==> config.mk <==
export PLATFORM = sky130hd
export DESIGN_NAME = hazard_fwd_unit
export DESIGN_NICKNAME = d
export VERILOG_FILES = /design/src/rtl/hazard_fwd_unit.sv
export SDC_FILE = /design/constraint.sdc
export NUM_CORES = 1
export LEC_CHECK = 0
export CAP_MARGIN = 0
export CORE_AREA = 5 5 104 106
export CTS_BUF_LIST = sky130_fd_sc_hd__clkbuf_2 sky130_fd_sc_hd__clkbuf_4 sky130_fd_sc_hd__clkbuf_8
export CTS_CLUSTER_SIZE = 28
export DETAILED_ROUTE_END_ITERATION = 10
export DIE_AREA = 0 0 109 111
export GPL_ROUTABILITY_DRIVEN = 0
export PLACE_DENSITY_LB_ADDON = 0.2
export SLEW_MARGIN = 10
export SYNTH_ARGS = -nofsm -noshare
export SYNTH_HDL_FRONTEND = slang
export SYNTH_SLANG_ARGS = --single-unit
==> constraint.sdc <==
create_clock -name clk -period 8.2 [get_ports clk]
set_clock_uncertainty 0.2 [all_clocks]
set_input_delay 1.64 -clock clk [delete_from_list [all_inputs] [get_ports clk]]
set_output_delay 1.64 -clock clk [all_outputs]
set_load 0.05 [all_outputs]
==> src/rtl/hazard_fwd_unit.sv <==
// hazard_fwd_unit
// ID-stage operand forwarding, load-use / RAW / MDU stall generation, IF/ID
// flush on taken branches and a saturating stall-cycle counter for the
// 5-stage MIPS pipeline. Forwarding, stall and flush are combinational so the
// ID stage sees them in the same cycle; MDU state and the counter are registered.
module hazard_fwd_unit #(
    parameter int DW      = 32,
    parameter int RW      = 5,
    parameter int FWD_EN  = 1,
    parameter int MUL_LAT = 4,
    parameter int DIV_LAT = 16,
    parameter int CW      = 16
) (
    input  logic          clk,
    input  logic          rst,
    input  logic [RW-1:0] id_rs,
    input  logic [RW-1:0] id_rt,
    input  logic          id_rs_use,
    input  logic          id_rt_use,
    input  logic [DW-1:0] id_rd1,
    input  logic [DW-1:0] id_rd2,
    input  logic          id_mdu_start,
    input  logic          id_mdu_div,
    input  logic          id_mdu_read,
    input  logic          em_rfwr,
    input  logic          em_mr,
    input  logic [RW-1:0] em_rdst,
    input  logic [DW-1:0] em_alu,
    input  logic          mw_rfwr,
    input  logic          mw_mr,
    input  logic [RW-1:0] mw_rdst,
    input  logic [DW-1:0] mw_alu,
    input  logic [DW-1:0] mw_mem,
    input  logic          br_taken,
    output logic [DW-1:0] fwd_rs,
    output logic [DW-1:0] fwd_rt,
    output logic          stall,
    output logic          flush,
    output logic          mdu_busy,
    output logic [CW-1:0] stall_cnt
);
    // Counter must hold the longer of the two latencies.
    localparam int MAX_LAT = (DIV_LAT > MUL_LAT) ? DIV_LAT : MUL_LAT;
    localparam int KW      = $clog2(MAX_LAT + 32'sd1);
    localparam logic [KW-1:0] DIV_LOAD = KW'(DIV_LAT);
    localparam logic [KW-1:0] MUL_LOAD = KW'(MUL_LAT);
    localparam logic [KW-1:0] K_ONE    = KW'(1'b1);
    localparam logic [CW-1:0] C_ONE    = CW'(1'b1);
    localparam logic [CW-1:0] C_MAX    = {CW{1'b1}};

    // A stage produces operand x when it writes the RF, targets a non-zero
    // register equal to x, and the ID instruction really reads x.
    function automatic logic reg_match(input logic wr, input logic [RW-1:0] dst,
                                       input logic [RW-1:0] src, input logic rd_use);
        reg_match = wr && (dst != {RW{1'b0}}) && (dst == src) && rd_use;
    endfunction

    logic          em_rs_s, em_rt_s, mw_rs_s, mw_rt_s;
    logic [DW-1:0] rs_val_s, rt_val_s;
    logic          raw_hz_s, mdu_hz_s, hazard_s, issue_s;
    logic [KW-1:0] cnt_r, cnt_nxt_s;
    logic          mdu_busy_r;
    logic [CW-1:0] stall_cnt_r;

    // Producer matches for both operands against both downstream stages.
    always_comb begin
        em_rs_s = reg_match(em_rfwr, em_rdst, id_rs, id_rs_use);
        em_rt_s = reg_match(em_rfwr, em_rdst, id_rt, id_rt_use);
        mw_rs_s = reg_match(mw_rfwr, mw_rdst, id_rs, id_rs_use);
        mw_rt_s = reg_match(mw_rfwr, mw_rdst, id_rt, id_rt_use);
    end

    // Operand selection: youngest producer wins; a load still in EX/MEM has no data yet.
    always_comb begin
        rs_val_s = id_rd1;
        rt_val_s = id_rd2;
        raw_hz_s = 1'b0;
        if (FWD_EN != 32'sd0) begin
            if (em_rs_s) begin
                if (em_mr) begin
                    raw_hz_s = 1'b1;
                end else begin
                    rs_val_s = em_alu;
                end
            end else if (mw_rs_s) begin
                if (mw_mr) begin
                    rs_val_s = mw_mem;
                end else begin
                    rs_val_s = mw_alu;
                end
            end else begin
                rs_val_s = id_rd1;
            end
            if (em_rt_s) begin
                if (em_mr) begin
                    raw_hz_s = 1'b1;
                end else begin
                    rt_val_s = em_alu;
                end
            end else if (mw_rt_s) begin
                if (mw_mr) begin
                    rt_val_s = mw_mem;
                end else begin
                    rt_val_s = mw_alu;
                end
            end else begin
                rt_val_s = id_rd2;
            end
        end else begin
            raw_hz_s = em_rs_s | em_rt_s | mw_rs_s | mw_rt_s;
        end
    end

    // MDU result pending: hold HI/LO reads and any new issue; a taken branch kills the issue.
    always_comb begin
        mdu_hz_s = (id_mdu_read | id_mdu_start) & (cnt_r != {KW{1'b0}});
        hazard_s = raw_hz_s | mdu_hz_s;
        issue_s  = id_mdu_start & ~hazard_s & ~br_taken;
    end

    // Next MDU busy count: reload on issue, otherwise drain towards zero.
    always_comb begin
        cnt_nxt_s = cnt_r;
        if (issue_s) begin
            cnt_nxt_s = id_mdu_div ? DIV_LOAD : MUL_LOAD;
        end else if (cnt_r != {KW{1'b0}}) begin
            cnt_nxt_s = cnt_r - K_ONE;
        end else begin
            cnt_nxt_s = cnt_r;
        end
    end

    // Pipeline control outputs; flush takes precedence over stall, all quiet in reset.
    always_comb begin
        stall  = 1'b0;
        flush  = 1'b0;
        fwd_rs = {DW{1'b0}};
        fwd_rt = {DW{1'b0}};
        if (rst) begin
            stall  = 1'b0;
            flush  = 1'b0;
        end else begin
            stall  = hazard_s & ~br_taken;
            flush  = br_taken;
            fwd_rs = rs_val_s;
            fwd_rt = rt_val_s;
        end
    end

    // MDU counter, busy flag and saturating stall-cycle counter.
    always_ff @(posedge clk) begin
        if (rst) begin
            cnt_r       <= {KW{1'b0}};
            mdu_busy_r  <= 1'b0;
            stall_cnt_r <= {CW{1'b0}};
        end else begin
            cnt_r      <= cnt_nxt_s;
            mdu_busy_r <= (cnt_nxt_s != {KW{1'b0}});
            if (stall && (stall_cnt_r != C_MAX)) begin
                stall_cnt_r <= stall_cnt_r + C_ONE;
            end else begin
                stall_cnt_r <= stall_cnt_r;
            end
        end
    end

    assign mdu_busy  = mdu_busy_r;
    assign stall_cnt = stall_cnt_r;

endmodule
-- Word-level counts from Yosys, hierarchy flattened
Cells that the tools add are included.
Widths: inputs -> output; s select.
- reduce and logical (&&, ||, !) cells: 15
- muxes and demuxes: 18
- add/subtract/negate cells: 2
- bitwise gates (word level): 8
- eq/ne operators: 5
- operators by type and width (kind ; count):
    $mux 32 ; 9
    $eq 5x5->1 ; 4
    $reduce_bool 5->1 ; 4
    $add 16x1->16 const B ; 1
    $ne 16x16->1 const B ; 1
    $mux 5 ; 3
    $logic_and 1x1->1 ; 11
    $mux 1 ; 6
    $sub 5x1->5 const B ; 1
    $and 1x1->1 ; 4
    $not 1->1 ; 2
    $or 1x1->1 ; 2
- input port bits: 192
- register bits after elaboration: 22

-- Longest topological paths before layout
Gate-level depths: netlist of run 1.
- depth after elaboration: 13
- gate-level depth with buffers: 10

-- Least setup slack after synthesis of run 1
OpenSTA, ideal clock, no wires.
- kind: input to output
- from: in em_rdst[1]
- to: out fwd_rt[10]
- setup slack: 2.193 ns
- cell stages on the path: 9
- data arrival time: 4.167 ns
- path buffers: 3
- cell sequence: or4_1 > o21ai_2 > nor3_1 > or3_1 > clkbuf_1 > and2_1 > clkbuf_1 > buf_2 > a21oi_1
- longest elaborated chain between the ends: 6
- elaborated cells between the ends (all ways): 7
- ends and longest elaborated chain (element ; RTL line ; text):
    start, declared ; 27 ; input logic [RW-1:0] em_rdst,
    $reduce_bool 5->1 ; 55 ; reg_match = wr && (dst != {RW{1'b0}}) && (dst == src) && rd_use;
    $logic_and 1x1->1 ; 55 ;
    $logic_and 1x1->1 (*) (2 in a row) ; 55 ;
    $mux 32 (*) ; 94 ; if (em_rt_s) begin
    $mux 32 (*) ; 139 ; if (rst) begin
    end, declared ; 36 ; output logic [DW-1:0] fwd_rt,
Every way passes the cells marked *; elsewhere a longest branch is shown, timed or not.

-- Worst setup path after layout of run 1
- from: in em_rdst[1]
- to: out fwd_rs[27]
- longest elaborated chain between the ends: 6
- elaborated cells between the ends (all ways): 7
- ends and longest elaborated chain (element ; RTL line ; text):
    $reduce_bool 5->1 ; 55 ;
    $logic_and 1x1->1 ; 55 ;
    $logic_and 1x1->1 (*) (2 in a row) ; 55 ;
    $mux 32 (*) ; 79 ; if (em_rs_s) begin
    $mux 32 (*) ; 139 ;
    end, declared ; 35 ; output logic [DW-1:0] fwd_rs,
Marks and branches as above.

==> reports/results.ini, run 1 <==
[clock_tree]
cts.path.max_buffers = 2
cts_setup_buffers = 0
cts-root-buf = clkbuf_8
cts_inserted_buffers = 3
cts_resized = 0
insertion_delay_ns = 0.26
cts_hold_buffers = 0
h-tree-depth = 1
clkSinkCount = 22
cts_tree = done
path_clk_slew_ns = 0.07

[route]
antenna_left = 0
wl_mm = 16.4
drtPass1Iterations = 5
drc_errors = 0
routed_via_density = 5.54
vias = 4518
drt_iter0_drc = 225
wl_per_cell_um = 20.1

[job]
cap_violations = 0

[critical_path]
worstPathCellList = clkdlybuf4s50_1 -> or4_1 -> o21ai_2 -> nor3_2 -> or4_1 -> buf_4 -> and2_4 -> a21oi_2 -> clkdlybuf4s50_1
cp-end-kind = output port
cp_max_fo = 33
critPathBufInv = 3
path_class = input pin to output port
cpPeakStageDelay_ns = 0.84
cp_top_family = buffers and inverters
arrival_ns = 5.16
slowest_stage = clkdlybuf4s50_1
critPathRequiredTime_ns = 6.36
startpoint_type = input pin

[logic_synthesis]
synth_ff_type = dfxtp_1
synth-async-reset-ratio = 0
synth_area_leaders = o221ai_1 (17%), dfxtp_1 (14%), mux2_2 (11%)
synth_area_um2 = 3230
synthCells = 436
synth_area_leader_cell = o221ai_1
synth_cell_types = 50
synth_nets = 630
ys_ff_latch = 22
yosysSeqAreaShare = 0.136
synth_edf_count = 0
yosys_warnings = 0
avgSynthCellArea_um2 = 7.40
synth_top_area_frac = 0.174

[floorplanning]
core_um2 = 9680
die_area_um2 = 12100
io_pins = 275
initial_core_util = 0.333
dieHeight_um = 111
die_w_um = 109
rows = 36

[final_layout]
fillCellCount = 870
drive_above_1_share = 0.123
area_growth_pct = 87.6
finalNetCount = 878
layout_common_cells = clkdlybuf4s50_1 (274), inv_1 (70), o221ai_1 (64)
final_common_cell = clkdlybuf4s50_1

[min_path]
hp-class = flop to flop

[power_and_ir_drop]
powerDensity_nw_per_um2 = 102
ir_worst_vdd_uv = 94.8
p_total_mw = 0.617
leakage_nw = 2.20

[sta]
drv_slew = 0
max_freq_mhz = 143
setup-tns-final_ns = 0
relSlewSlack = 0.440
worst_slew_pin_slew_ns = 0.837
fin_crit_sh = 0.853
rsz0062_at_grt = no
setup_viol = 0
hold_viol = 0
hold_ws_ns = 0.319
period_needed_ns = 7.00

[grt]
grt_max_degree = 37
grt_antenna_before_repair = 1
grt_pass1_wl_mm = 24.7
overflow = 0
track_usage = 0.253
grt_pass1_vias = 4517

[placement]
portBuffers = 274
dpl.hpwl_mm = 13.3

[outcome]
status = finished clean

## stage by stage
step	worst slack [ns]	instance area (um^2)	std cells	util
2_1_floorplan	2.19	3230	436	-
3_5_place_dp	1.13	6010	812	0.621
4_1_cts	1.13	6050	815	0.625
3_3_place_gp	1.17	6010	812	0.621
5_1_grt	1.03	6060	816	0.625
6_report	1.20	6060	816	0.625
## per-layer routing
metal	routed length, um	GRT usage
met1	6320	0.308
met2	7720	0.423
met3	1660	0.0681
met4	679	0.0909
met5	0	0
## sequential cells by signal, summed over array words and instances, names as in the netlist
| name | cells |
|---|---|
| cnt_r | 5 |
| mdu_busy | 1 |
| stall_cnt | 16 |
## cell families after synthesis
| group | after synthesis | share of synthesized area |
|---|---|---|
| AOI/OAI and AO/OA | 164 | 0.385 |
| DFF | 22 | 0.136 |
| muxes | 34 | 0.118 |
| xor gates and xnor gates | 25 | 0.0678 |
| adders and majority gates | 2 | 0.00775 |
| and+or+nand+nor | 79 | 0.145 |
| buffers and inverters | 110 | 0.140 |
## worst reg2reg max path: stages, from the launching register on
cell,delay (ns)
dfxtp_1,0.37
inv_1,0.09
ha_1,0.24
nor4b_2,0.23
or2_2,0.35
a211oi_1,0.36
o31ai_2,0.11
buf_4,0.23
or4b_2,0.65
a21oi_1,0.15
## cell type report
type,instances,area [um^2],area share
antenna,1,2.50,0.000413
clock buffer,3,41.3,0.00682
inverter,71,267,0.0440
multi-input combinational,304,2340,0.386
sequential,22,440,0.0727
tap,133,166,0.0275
timing repair buffer,282,2800,0.463
## power breakdown
part	switching (mW)	leakage (nW)	internal, mW
Combinational	0.217	2.00	0.202
Sequential	0.0131	0.179	0.120
Clock	0.0327	0.0216	0.0327
Total	0.262	2.20	0.355
## cells in the mapped netlist (6+ instances only)
library cell	instances
nor3_1	7
or4_1	9
nor2_1	12
o31ai_1	6
o221ai_1	64
inv_1	70
a21oi_1	45
dfxtp_1	22
xnor2_1	20
a21oi_2	30
nand4_1	9
nand2_1	10
nand3_1	8
clkbuf_1	29
mux2_2	32
## path summary, 6_finish.rpt
kind              slack (ns)            end  depth (start not counted)     startpoint
setup / recovery        1.20     fwd_rs[27]                          9     em_rdst[1]
setup reg to reg        5.13  stall_cnt[13]                          9       cnt_r[0]
hold / removal          0.32  stall_cnt[10]                          2  stall_cnt[10]
hold reg to reg         0.32  stall_cnt[10]                          2  stall_cnt[10]
(Power assumes the default switching activity.)
==> run 2: changes to the inputs <==
SETUP_SLACK_MARGIN = 0.05   (was default)
==> results of run 2 <==
The final DEF is identical to that of run 1; final timing and power are the same.
